<file path="src/rtl/motoro3_ramp_controller.sv">
// Step-period ramp sequencer for the motor step generator: IDLE -> ALIGN -> ACCEL <-> RUN -> DECEL -> IDLE.
// Optional stall watchdog with FAULT state when M3_STALL_WDOG_EN is defined; otherwise fault is tied low.
module motoro3_ramp_controller #(
  parameter logic [24:0] P_START_PERIOD = 25'd1_666_667,
  parameter logic [24:0] P_MIN_PERIOD   = 25'd1_667,
  parameter logic [24:0] P_RAMP_DELTA   = 25'd16_384
) (
  input  logic        clk,
  input  logic        nRst,
  input  logic        cmdRun,
  input  logic [24:0] cmdTarget,
  input  logic        stepTick,
  output logic        m3start,
  output logic [24:0] m3period,
  output logic        atSpeed,
  output logic        fault,
  output logic [2:0]  state
);

  // No handshake: cmdRun/cmdTarget are levels sampled every falling edge, stepTick is a
  // one-clock strobe with no back-pressure, and all outputs are registered on the falling edge.
  typedef enum logic [2:0] {
    S_IDLE  = 3'd0,
    S_ALIGN = 3'd1,
    S_ACCEL = 3'd2,
    S_RUN   = 3'd3,
    S_DECEL = 3'd4,
    S_FAULT = 3'd7
  } state_t;

  state_t      state_q, state_n;
  logic [24:0] period_q, period_n;
  logic [2:0]  align_q, align_n;
  logic [24:0] tgt;
  logic [25:0] dec_sum;
  logic [25:0] inc_sum;
  logic [24:0] toward_tgt;
  logic [24:0] toward_start;
  logic        wdog_trip;

  assign state    = state_q;
  assign m3period = period_q;

  assign tgt = (cmdTarget < P_MIN_PERIOD) ? P_MIN_PERIOD : cmdTarget;

  // One extra bit catches borrow/carry so a ramp step clamps instead of wrapping.
  assign dec_sum = {1'b0, period_q} - {1'b0, P_RAMP_DELTA};
  assign inc_sum = {1'b0, period_q} + {1'b0, P_RAMP_DELTA};

  always_comb begin
    toward_tgt = period_q;
    if (period_q > tgt) begin
      if (dec_sum[25] || (dec_sum[24:0] < tgt)) toward_tgt = tgt;
      else                                       toward_tgt = dec_sum[24:0];
    end else if (period_q < tgt) begin
      if (inc_sum[25] || (inc_sum[24:0] > tgt)) toward_tgt = tgt;
      else                                       toward_tgt = inc_sum[24:0];
    end
  end

  always_comb begin
    if (inc_sum[25] || (inc_sum[24:0] > {1'b0, P_START_PERIOD}))
      toward_start = P_START_PERIOD;
    else
      toward_start = inc_sum[24:0];
  end

`ifdef M3_STALL_WDOG_EN
  logic [25:0] wdog_q;
  logic [25:0] wdog_inc;

  assign wdog_inc = wdog_q + 26'd1;
  // Trip on the clock whose count would exceed twice the current period.
  assign wdog_trip = m3start && !stepTick && (wdog_inc > {period_q, 1'b0});

  always_ff @(negedge clk or negedge nRst) begin
    if (!nRst)                    wdog_q <= '0;
    else if (!m3start || stepTick) wdog_q <= '0;
    else                           wdog_q <= wdog_inc;
  end
`else
  assign wdog_trip = 1'b0;
`endif

  // A state change always wins over a coincident stepTick; the period then holds.
  always_comb begin
    state_n  = state_q;
    period_n = period_q;
    align_n  = align_q;
    case (state_q)
      S_IDLE: begin
        period_n = P_START_PERIOD;
        if (cmdRun) begin
          state_n = S_ALIGN;
          align_n = '0;
        end
      end
      S_ALIGN: begin
        period_n = P_START_PERIOD;
        if (wdog_trip)     state_n = S_FAULT;
        else if (!cmdRun)  state_n = S_DECEL;
        else if (stepTick) begin
          align_n = align_q + 3'd1;
          if (align_q == 3'd5) state_n = S_ACCEL;
        end
      end
      S_ACCEL: begin
        if (wdog_trip)             state_n  = S_FAULT;
        else if (!cmdRun)          state_n  = S_DECEL;
        else if (period_q == tgt)  state_n  = S_RUN;
        else if (stepTick)         period_n = toward_tgt;
      end
      S_RUN: begin
        if (wdog_trip)            state_n = S_FAULT;
        else if (!cmdRun)         state_n = S_DECEL;
        else if (tgt != period_q) state_n = S_ACCEL;
      end
      S_DECEL: begin
        if (wdog_trip)    state_n = S_FAULT;
        else if (cmdRun)  state_n = S_ACCEL;
        else if (stepTick) begin
          if (period_q == P_START_PERIOD) begin
            state_n  = S_IDLE;
            period_n = P_START_PERIOD;
          end else begin
            period_n = toward_start;
          end
        end
      end
      S_FAULT: begin
        if (!cmdRun) begin
          state_n  = S_IDLE;
          period_n = P_START_PERIOD;
        end
      end
      default: begin
        state_n  = S_IDLE;
        period_n = P_START_PERIOD;
      end
    endcase
  end

  always_ff @(negedge clk or negedge nRst) begin
    if (!nRst) begin
      state_q  <= S_IDLE;
      period_q <= P_START_PERIOD;
      align_q  <= '0;
      m3start  <= 1'b0;
      atSpeed  <= 1'b0;
`ifdef M3_STALL_WDOG_EN
      fault    <= 1'b0;
`endif
    end else begin
      state_q  <= state_n;
      period_q <= period_n;
      align_q  <= align_n;
      m3start  <= (state_n == S_ALIGN) || (state_n == S_ACCEL) ||
                  (state_n == S_RUN)   || (state_n == S_DECEL);
      atSpeed  <= (state_n == S_RUN);
`ifdef M3_STALL_WDOG_EN
      fault    <= (state_n == S_FAULT);
`endif
    end
  end

`ifndef M3_STALL_WDOG_EN
  assign fault = 1'b0;
`endif

endmodule

</file>
<file path="config.mk">
export PLATFORM = sky130hd
export DESIGN_NAME = motoro3_ramp_controller
export DESIGN_NICKNAME = d
export VERILOG_FILES = /design/src/rtl/motoro3_ramp_controller.sv
export SDC_FILE = /design/constraint.sdc
export NUM_CORES = 1
export LEC_CHECK = 0
export CORE_MARGIN = 4
export CORE_UTILIZATION = 25
export DETAILED_ROUTE_END_ITERATION = 8
export GPL_ROUTABILITY_DRIVEN = 0
export GPL_TIMING_DRIVEN = 1
export PLACE_DENSITY = 0.49
export SLEW_MARGIN = 10
export SYNTH_ARGS = -nofsm -noshare
export SYNTH_HDL_FRONTEND = slang
export SYNTH_SLANG_ARGS = --single-unit
</file>
<file path="constraint.sdc">
create_clock -name clk -period 4.89 [get_ports clk]
set_clock_uncertainty 0.05 [all_clocks]
set_input_delay 0.978 -clock clk [delete_from_list [all_inputs] [get_ports clk]]
set_output_delay 0.978 -clock clk [all_outputs]
set_load 0.1 [all_outputs]
</file>
After elaboration in Yosys (flattened, before gate mapping) --
Index checks and enable logic that the tools add are counted.
Word-level totals: flip-flop bits (word level) 33, output and inout port bits 31, input port bits 29, logic and storage cells 79
Cells by class: bitwise logic cells 1, add/sub/neg operators 3, eq/ne operators 23, multiplexer cells 31, reductions and logical operators 10, magnitude comparators 6
Operators by type and width (number):
- 25-bit 2-to-1 mux | 13
- 25-bit case mux with 4 select lines | 1
- 25-bit > comparator | 2
- 25-bit less-than comparator | 2
- 3-bit 2-to-1 mux | 15
- 25-bit by 15-bit adder with 26-bit output (second input constant) | 1
- 25-bit by 15-bit subtractor with 26-bit output (second input constant) | 1
- 25-bit by 21-bit equality test with 1-bit output (second input constant) | 1
- 25-bit equality test | 1
- 25-bit by 21-bit > comparator with 1-bit output (second input constant) | 1
- 25-bit by 11-bit less-than comparator with 1-bit output (second input constant) | 1
- 25-bit inequality test | 1
- 2-bit inequality test (second input constant) | 9
- 3-bit case mux with 6 select lines | 1
- 3-bit by 2-bit equality test with 1-bit output (second input constant) | 4
- 3-bit equality test (second input constant) | 4
- 8-bit AND reduction | 1
- 3-bit by 1-bit equality test with 1-bit output (second input constant) | 2
- 1-bit logical OR | 6
- 3-bit case mux with 2 select lines | 1
- 4-bit AND reduction | 1
- 3-bit by 1-bit adder with 3-bit output (second input constant) | 1
- 3-bit logical NOT | 1
- 3-bit inequality test (second input constant) | 1
- 2 further kinds | 2

Longest topological paths before layout --
word-level depth 11, depth in mapped cells 17, depth with buffers taken out 15

==> impl_results.md <==
- Synth area leaders: ha_1 (16%), dfrtn_1 (13%), dfstp_2 (8.7%)
- Bufs on Longest Clock Path: 2
- Worst Hold Class: flop to flop
- Layout cells sized above 1: a little over two fifths
- Sequential-to-total area share from yosys stat: 21.5%
- Yosys top cell by area: ha_1
- Yosys reg bits: 33
- DRC Markers: 0
- Skew-Pair Late Insertion Delay: 0.37 ns
- # Max-Cap Violations: 0
- WL per Instance: between 15 and 20 um
- Initial antenna violation count: 0
- Iter 0 DRT Violations: between 300 and 400
- Die ar.: about 18000 um^2
- Count leader, synth: ha_1
- CTS Buf Count: 5
- Post-Synthesis Cells: just under 500
- Cell Pwr Density: approximately 270 nW/um^2
- Layout Cells excl Fill: 889
- Startpoint types: input pin
- Routed via count: 4769
- Diodes inserted: 0
- CTS root buf: clkbuf_16
- Drt via density: 5.36
- Mean post-synth cell area: 8.02 um^2
- HPWL Detailed: 12.6 mm
- Fin worst setup slack: -1.51 ns
- Hold_buf cts: 0
- Final hold violations: 0
- Post-synth EDFFs: 0
- Finished Cell Area: 6740 um^2
- Pins Over Slew Limit: 0
- Final wirelength: roughly 16 mm
- Run status: finished, violations left
- Area fraction of the dominant cell type after synthesis: 16.0%
- CTS tree: built
- RSZ-0062 raised after global routing: true
- Synth cell types: between 70 and 80
- Vias in the first global route: 4849
- Num Clock Sinks: 33
- Worst slew margin: 51.5%
- DR pass1 iterations: 5
- Final setup fails: 27
- Antenna-violating nets left: 0
- I/O pin cnt: 60
- WP data arrival: between 4 and 5 ns
- Violated checks: negative setup slack
- CP Max Fanout: 8
- Pleak: 0.00302 uW
- Setup CP Type: input pin to flop
- Initial core utilization: 25.6%
- Nature of the critical path endpoint: flop
- Placed instance count: roughly 840
- Post-DP Area: between 5000 and 6000 um^2
- First-pass GRT wire length: 26.2 mm
- Async set or reset register ratio after synthesis: 100%
- Htree depth: 2
- Max VDD drop: 0.157 mV
- PortBufs: a little under 60
- WHS: 0.438 ns
- Horiz. Die Dim: roughly 130 um
- # rows: 45
- Dominant synthesized flop cell: dfrtn_1
- Largest net degree at the start of global routing: 34
- Mapped Nets: 567
- Total Routing Usage GR: 18.4%
- Most frequent cells after synthesis: ha_1 (50), nand2_1 (47), nor2_1 (35)
- Worst-margin pin slew: 0.727 ns
- Clk pin slew, worst setup/hold paths: around 0.040 ns
- Worst EP required: 2.68 ns
- Nets: 756
- Core area: 15300 um^2
- Area growth from synthesis to layout: 72.3%
- Netlist Area Pre-Place: 3910 um^2
- Die Ht: 133 um
- Gr ovfl total: 0
- Synthesis Warnings: 0
## worst max-delay path, cell delays in order
cell and delay (ns):
clkdlybuf4s50_1 0.54, a21oi_4 0.07, buf_6 0.13, o21ai_4 0.21
nand2_1 0.13, ha_4 0.29, nand4_1 0.13, nor2_2 0.17
a221oi_4 0.08, buf_6 0.14, o2111ai_4 0.20, a31oi_4 0.13
buf_6 0.15, o21ai_4 0.30, buf_4 0.19, nand3_4 0.09
o221a_2 0.25
## cells by family after synthesis
group                      count (synthesis)  share of synthesized area (%)
and+or+nand+nor                          192                           26.6
AOI/OAI and AO/OA                        141                           25.8
buffers and inverters                     54                           6.07
adders and majority gates                 50                           16.0
DFF                                       33                           21.5
xor gates and xnor gates                  15                           3.36
muxes                                      2                          0.543
other                                      1                         0.0958
## flip-flops by register name (all words and copies together), names as in the netlist
name	count
m3period	25
align_q	3
state	3
atSpeed	1
m3start	1
## layer usage
metal / up-vias / GRT usage (%) / wire, um
met1: 2297 / 24.6 / 7170
met3: 40 / 3.06 / 961
li1: 2240 / - / -
met5: - / 0 / 0
met2: 192 / 30.0 / 7810
met4: 0 / 6.51 / 513
## through the flow
stage	setup slack, ns	total power (uW)	util (%)	setup TNS [ns]
floorplan	-1.52	940	-	-37.79
global placement	-2.50	1300	38.4	-63.49
detailed placement	-2.59	1310	38.4	-66.11
CTS	-1.45	1790	43.1	-36.37
global route	-1.66	1930	44.2	-42.14
finish	-1.51	1820	44.2	-37.96
## where the power goes
group	switching (uW)	internal (uW)
Sequential	49.0	309
Clock	159	258
Combinational	608	441
Total	816	1010
## worst paths after layout
kind                         startpoint      endpoint  slack (ns)  depth (start not counted)
setup / recovery           cmdTarget[8]   m3period[1]       -1.51                         17
hold / removal               align_q[1]    align_q[1]        0.44                          2
setup reg to reg           m3period[14]  m3period[14]        0.33                         18
hold reg to reg              align_q[1]    align_q[1]        0.44                          2
max in group asynchronous          nRst  m3period[14]        1.12                          2
min in group asynchronous          nRst       atSpeed        3.34                          2
## placed cells by master (no fill, tap or decap), types with 9 or more instances in the layout
| cell | n |
|---|---|
| a21oi_1 | 20 |
| buf_6 | 21 |
| xor2_1 | 9 |
| dfstp_2 | 13 |
| buf_4 | 116 |
| nand2_1 | 41 |
| a211oi_1 | 10 |
| inv_1 | 36 |
| buf_12 | 32 |
| nor2_1 | 29 |
| nand4_1 | 15 |
| nand3_1 | 18 |
| o21ai_0 | 18 |
| dfrtn_1 | 20 |
| o211ai_1 | 11 |
| ha_1 | 43 |
## final cells by class
cell class / instances / area (um^2)
clock inverters: 15 / 71.3
well taps: 211 / 264
inverters: 27 / 101
repair buffers: 195 / 1980
multi-input cells: 402 / 3330
clock buffers: 6 / 150
fillers: 1491 / 8520
flip-flops and latches: 33 / 842
## what timing repair did
item | in CTS | in global routing
setup buffers | 24 | 8
resized for setup | 124 | 30
endpoints found under the setup margin | 27 | 27
hold endpoints to repair | 0 | 0
gates cloned | 1 | 0
pin swaps | 61 | 19
No activity file was read; power rests on OpenSTA's default activity.
